===== config.mk =====
export PLATFORM = sky130hd
export DESIGN_NAME = stopwatch_ctrl
export DESIGN_NICKNAME = d
export VERILOG_FILES = /design/src/rtl/stopwatch_pkg.sv /design/src/rtl/sw_key_edge.sv /design/src/rtl/stopwatch_ctrl.sv
export SDC_FILE = /design/constraint.sdc
export NUM_CORES = 1
export LEC_CHECK = 0
export CORE_UTILIZATION = 40
export CTS_CLUSTER_DIAMETER = 50
export CTS_CLUSTER_SIZE = 16
export DETAILED_ROUTE_END_ITERATION = 8
export SLEW_MARGIN = 40
export SYNTH_ARGS = -nofsm -noshare
export SYNTH_HDL_FRONTEND = slang
export SYNTH_SLANG_ARGS = --single-unit

===== constraint.sdc =====
create_clock -name clk -period 6.2 [get_ports clk]
set_input_delay 1.55 -clock clk [delete_from_list [all_inputs] [get_ports clk]]
set_output_delay 1.55 -clock clk [all_outputs]
set_load 0.005 [all_outputs]

===== src/rtl/stopwatch_pkg.sv =====
// -----------------------------------------------------------------------------
// stopwatch_pkg
// Shared constants for the stopwatch sequencer:
//   - FSM state encoding (2-bit, legacy-compatible localparam constants)
//   - default prescaler division ratio and width (50 MHz -> 100 Hz tick)
// Optional build macro used by the sequencer: STOPWATCH_OVF_STOP_EN
// -----------------------------------------------------------------------------
package stopwatch_pkg;

    localparam logic [1:0] ST_IDLE = 2'd0;
    localparam logic [1:0] ST_RUN  = 2'd1;
    localparam logic [1:0] ST_LAP  = 2'd2;
    localparam logic [1:0] ST_STOP = 2'd3;

    localparam int unsigned DIV_DEFAULT  = 32'd500000;
    localparam int unsigned DIVW_DEFAULT = 32'd19;

endpackage : stopwatch_pkg


===== src/rtl/sw_key_edge.sv =====
// -----------------------------------------------------------------------------
// sw_key_edge
// Conditions one asynchronous key: two-flop synchroniser, then a delay flop,
// producing a single-cycle pulse on each rising edge of the synchronised key.
// A held key therefore yields exactly one press.
// Ports:
//   clk    in  system clock
//   nclr   in  asynchronous active-low reset
//   key_in in  raw key level (active high, asynchronous to clk)
//   press  out one-cycle rising-edge pulse (combinational from flops)
// -----------------------------------------------------------------------------
module sw_key_edge (
    input  logic clk,
    input  logic nclr,
    input  logic key_in,
    output logic press
);

    logic sync1_q;
    logic sync2_q;
    logic dly_q;

    // Synchroniser chain plus one delay stage for edge detection
    always_ff @(posedge clk or negedge nclr) begin
        if (!nclr) begin
            sync1_q <= 1'b0;
            sync2_q <= 1'b0;
            dly_q   <= 1'b0;
        end else begin
            sync1_q <= key_in;
            sync2_q <= sync1_q;
            dly_q   <= sync2_q;
        end
    end

    assign press = sync2_q & ~dly_q;

endmodule : sw_key_edge


===== src/rtl/stopwatch_ctrl.sv =====
// -----------------------------------------------------------------------------
// stopwatch_ctrl
// Sequencer between the DE0 keys and the stopwatch digit-counter chain.
// IDLE/RUN/LAP/STOP state machine driven by start/stop, lap and clear keys,
// a prescaler producing the 1/100 s count-enable tick, a one-cycle active-low
// clear for the counter chain and a lap-hold (display freeze) flag.
// Optional build macro: STOPWATCH_OVF_STOP_EN -- adds input at_max; a tick due
// while the chain is at full scale is suppressed and the watch stops there.
// Ports:
//   clk       in  system clock
//   nclr      in  asynchronous active-low reset
//   btn_ss    in  start/stop key (async level)
//   btn_lap   in  lap key (async level)
//   btn_clr   in  clear key (async level)
//   at_max    in  all digits at max (only with STOPWATCH_OVF_STOP_EN)
//   cnt_en    out registered one-cycle tick to counter-chain cin
//   cnt_clr_n out registered one-cycle active-low clear
//   lap_hold  out high in LAP
//   running   out high in RUN or LAP
//   state     out current FSM state
// -----------------------------------------------------------------------------
module stopwatch_ctrl
    import stopwatch_pkg::*;
#(
    parameter int unsigned DIV  = DIV_DEFAULT,
    parameter int unsigned DIVW = DIVW_DEFAULT
) (
    input  logic       clk,
    input  logic       nclr,
    input  logic       btn_ss,
    input  logic       btn_lap,
    input  logic       btn_clr,
`ifdef STOPWATCH_OVF_STOP_EN
    input  logic       at_max,
`endif
    output logic       cnt_en,
    output logic       cnt_clr_n,
    output logic       lap_hold,
    output logic       running,
    output logic [1:0] state
);

    localparam logic [DIVW-1:0] PRE_LAST = DIVW'(DIV - 32'd1);

    logic            press_ss_s, press_lap_s, press_clr_s;
    logic            sel_ss_s, sel_lap_s, sel_clr_s;
    logic            at_max_s, run_s, tick_s, ovf_s, clr_s;
    logic [1:0]      state_d, state_q;
    logic [DIVW-1:0] pre_d, pre_q;
    logic            cnt_en_d, cnt_en_q;
    logic            cnt_clr_n_d, cnt_clr_n_q;
    logic            lap_hold_d, lap_hold_q;
    logic            running_d, running_q;

    sw_key_edge u_key_ss  (.clk(clk), .nclr(nclr), .key_in(btn_ss),  .press(press_ss_s));
    sw_key_edge u_key_lap (.clk(clk), .nclr(nclr), .key_in(btn_lap), .press(press_lap_s));
    sw_key_edge u_key_clr (.clk(clk), .nclr(nclr), .key_in(btn_clr), .press(press_clr_s));

`ifdef STOPWATCH_OVF_STOP_EN
    assign at_max_s = at_max;
`else
    assign at_max_s = 1'b0;
`endif

    // Only the highest-priority press of a cycle survives; it may still be
    // ignored by the current state, in which case nothing happens.
    assign sel_clr_s = press_clr_s;
    assign sel_ss_s  = press_ss_s & ~press_clr_s;
    assign sel_lap_s = press_lap_s & ~press_ss_s & ~press_clr_s;

    // Counting is decided from the pre-transition state, so a tick due on a
    // RUN->STOP edge is still issued.
    assign run_s  = (state_q == ST_RUN) || (state_q == ST_LAP);
    assign tick_s = run_s && (pre_q == PRE_LAST);
    assign ovf_s  = tick_s & at_max_s;

    // Next-state and clear decode
    always_comb begin
        state_d = state_q;
        clr_s   = 1'b0;
        case (state_q)
            ST_IDLE: begin
                if (sel_clr_s) begin
                    clr_s = 1'b1;
                end else if (sel_ss_s) begin
                    state_d = ST_RUN;
                end else begin
                    state_d = ST_IDLE;
                end
            end
            ST_RUN: begin
                if (ovf_s || sel_ss_s) begin
                    state_d = ST_STOP;
                end else if (sel_lap_s) begin
                    state_d = ST_LAP;
                end else begin
                    state_d = ST_RUN;
                end
            end
            ST_LAP: begin
                if (ovf_s || sel_ss_s) begin
                    state_d = ST_STOP;
                end else if (sel_lap_s) begin
                    state_d = ST_RUN;
                end else begin
                    state_d = ST_LAP;
                end
            end
            ST_STOP: begin
                if (sel_clr_s) begin
                    state_d = ST_IDLE;
                    clr_s   = 1'b1;
                end else if (sel_ss_s && !at_max_s) begin
                    state_d = ST_RUN;
                end else begin
                    state_d = ST_STOP;
                end
            end
            default: begin
                state_d = ST_IDLE;
            end
        endcase
    end

    // Prescaler next value and registered output decode
    always_comb begin
        pre_d = pre_q;
        if (clr_s || tick_s) begin
            pre_d = '0;
        end else if (run_s) begin
            pre_d = pre_q + DIVW'(1);
        end else begin
            pre_d = pre_q;
        end
        cnt_en_d    = tick_s & ~at_max_s;
        cnt_clr_n_d = ~clr_s;
        lap_hold_d  = (state_d == ST_LAP);
        running_d   = (state_d == ST_RUN) || (state_d == ST_LAP);
    end

    // State, prescaler and output registers
    always_ff @(posedge clk or negedge nclr) begin
        if (!nclr) begin
            state_q     <= ST_IDLE;
            pre_q       <= '0;
            cnt_en_q    <= 1'b0;
            cnt_clr_n_q <= 1'b1;
            lap_hold_q  <= 1'b0;
            running_q   <= 1'b0;
        end else begin
            state_q     <= state_d;
            pre_q       <= pre_d;
            cnt_en_q    <= cnt_en_d;
            cnt_clr_n_q <= cnt_clr_n_d;
            lap_hold_q  <= lap_hold_d;
            running_q   <= running_d;
        end
    end

    assign state     = state_q;
    assign cnt_en    = cnt_en_q;
    assign cnt_clr_n = cnt_clr_n_q;
    assign lap_hold  = lap_hold_q;
    assign running   = running_q;

endmodule : stopwatch_ctrl


==> flow_summary.ini <==
[run_status]
status = finished, final reports clean

[final_layout]
fillers = 337
fin_cells = 215
multiInputGateArea_um2 = 719
area_growth_pct = 15.4
drive_gt1_share_pct = 12.6
regArea_um2 = 852
n_antenna_cell = 0
fin_nets = 177

[clock_tree]
clock_latency_ns = 0.29
ctsHoldBuffers = 0
post_cts_buffers = 0
cts_root_buffer = clkbuf_8
clockBufferDepth = 2
cts.sinks = 34
cts_tree = done
h-tree-depth = 2
post_cts_resized = 0
path_clk_slew_ns = 0.07
cts_made_buffers = 5

[setup_path]
setup.worst_path.class = flip-flop to primary output
critPathLaunchType = flip-flop
reg2reg_slack_ns = 3.55
reg2regPathDepth = 7
cpMaxStageDelayCell = dfstp_2
end_kind = primary output
path_cells = clkdlybuf4s50_1
crit_buf_inv = 1
critical-path-top-delay-family = flip-flops
critPathMaxStageDelay_ns = 0.52
cp.required_ns = 4.65
cp_data_arrival_time_ns = 1.29
path_depth = 1
cp_max_fo = 1

[sta]
finalHoldViolCount = 0
rsz0062_at_grt = false
period_needed_ns = 2.84
max_freq_ghz = 0.352
final.setup.tns_ns = 0
setup_viol = 0
maxSlewViolCount = 0
finalClockSkew_ns = 0.00750
tightestPinTransition_ns = 0.648
post-route-period-util_pct = 45.9
slew_headroom_pct = 56.7

[routing]
wire_per_inst_um = 14.5
detail-route-antenna-nets = 0
wl_um = 3110
drt-pass1-iter-count = 4
vias = 1190
remaining_drc_errors = 0
vias_per_cell = 5.53
drt_iter0_markers = 58

[synthesis]
yosys.area.top_type = dfrtp_1
ys.flop_type = dfrtp_1
yosysWarnings = 0
yosysSeqAreaShare_pct = 52.3
synthesis.area_um2 = 1630
ys_top_cells_by_area = dfrtp_1 51%, ha_1 4.6%, nor2_1 3.2%
ys_types = 43
synth_commonest_cells = 33 x dfrtp_1, 14 x nor2_1, 10 x nand3_1, 8 x nand2_1, 7 x inv_1
postSynthCellCount = 152
yosys_register_bits = 34
synth_edf_count = 0
async_flop_share_pct = 100
yosysMostFrequentCell = dfrtp_1
syn_area_per_cell_um2 = 10.7
synth_top_area_share_pct = 50.7
syn_nets = 163

[place]
portBuffers = 10
hpwl_um = 2230
dp.cells = 207
routabilityCongestion = 0.894

[floorplanning]
initial_utilization_pct = 43.2
ios = 11
std_cell_rows = 22
die_area_um2 = 4330
die_height_um = 65.8
core_region_area_um2 = 3770
fp.dieW_um = 65.8

[run]
max_cap_viol_count = 0

[global_route]
grt-ovfl-total = 0
grt_pass1_wl_um = 5560
grt_pass1_vias = 1205
antenna_found_initial = 0
grt_usage_pct = 17.5
grt_max_degree = 35

[pwr]
p_per_area_nw_per_um2 = 356
leakage_nw = 0.805
ir_drop_uv = 192

[min_path]
min_path_type = flip-flop to flip-flop
worstHoldPathCells = 0
metal layers:
layer / share of wire [%] / GRT usage [%] / routed length (µm)
met1: 47 / 21.5 / 1450
met2: 46 / 26.4 / 1420
met3: 5.4 / 7.07 / 169
met4: 2.3 / 8.42 / 73
met5: 0 / 0 / 0
worst register-to-register path: stages, from the launching register on:
cell	delay [ns]
dfrtp_1	0.42
inv_1	0.09
ha_1	0.56
nand4_2	0.19
or4b_4	0.59
o21ai_2	0.39
nor2_1	0.10
o22a_1	0.20
sequential cells by signal (all words and copies together), names as in the netlist:
| name | flops |
|---|---|
| running | 1 |
| u_key_lap.sync2_q | 1 |
| u_key_clr.sync2_q | 1 |
| u_key_ss.sync1_q | 1 |
| state | 2 |
| u_key_lap.sync1_q | 1 |
| lap_hold | 1 |
| u_key_ss.dly_q | 1 |
| u_key_clr.sync1_q | 1 |
| cnt_en | 1 |
| u_key_lap.dly_q | 1 |
| u_key_clr.dly_q | 1 |
| pre_q | 19 |
| u_key_ss.sync2_q | 1 |
| cnt_clr_n | 1 |
layout by cell type, fill, tap and decap left out, drive strengths merged, types with 2 or more instances in the layout:
cell type,netlist,layout
ha,6,6
o22ai,2,2
or2,3,3
inv,7,7
nor3,5,5
nand2b,3,3
nor2b,3,3
xor2,6,6
nor2,14,14
and3,2,2
o22a,2,2
clkbuf,1,5
xnor2,3,3
o21ai,6,6
a21oi,4,4
clkinvlp,0,2
nor4,3,3
or3,2,2
nand3b,2,2
nand2,8,8
dfrtp,33,33
clkdlybuf4s50,0,10
mux2i,2,2
nand4,7,7
nand3,11,11
final timing paths:
kind / startpoint / endpoint
max in group asynchronous: nclr / cnt_clr_n$_DFF_PN1_
hold reg to reg: u_key_ss.sync1_q$_DFF_PN0_ / u_key_ss.sync2_q$_DFF_PN0_
min in group asynchronous: nclr / running$_DFF_PN0_
setup reg to reg: state[1]$_DFF_PN0_ / pre_q[8]$_DFFE_PN0P_
hold / removal: u_key_ss.sync1_q$_DFF_PN0_ / u_key_ss.sync2_q$_DFF_PN0_
setup / recovery: cnt_clr_n$_DFF_PN1_ / cnt_clr_n
metrics by stage:
step / setup WS, ns / hold WS, ns / instance area, µm² / power [mW] / util [%]
final: 3.36 / 0.356 / 1880 / 0.669 / 49.8
after global routing: 3.32 / 0.362 / 1880 / 0.711 / 49.8
after CTS: 3.35 / 0.359 / 1880 / 0.674 / 49.8
after detailed placement: 3.56 / 0.336 / 1770 / 0.468 / 46.8
after global placement: 3.68 / 0.335 / 1770 / 0.460 / 46.8
after floorplan: 4.09 / 0.331 / 1630 / 0.409 / -
kinds of logic after synthesis:
logic type,after synthesis,share of synthesized area (%)
mux,3,1.92
simple gates,69,23.8
buf+inv,11,3.53
xor+xnor,9,4.84
compound gates,20,8.99
fa+ha+maj,6,4.61
flops,34,52.3
layout make-up:
type | count | area share [%]
Tap cell | 48 | 3.20
Clock buffer | 5 | 3.66
Sequential cell | 34 | 45.3
Timing Repair Buffer | 11 | 5.73
Inverter | 7 | 1.40
Multi-Input combinational cell | 107 | 38.3
Clock inverter | 3 | 2.40
report_power, final:
part           internal, mW  total (mW)  switching, mW
logic                0.0853       0.196          0.111
registers             0.247       0.269         0.0220
clock network         0.119       0.204         0.0843
Power figures use the tool's default switching activity.
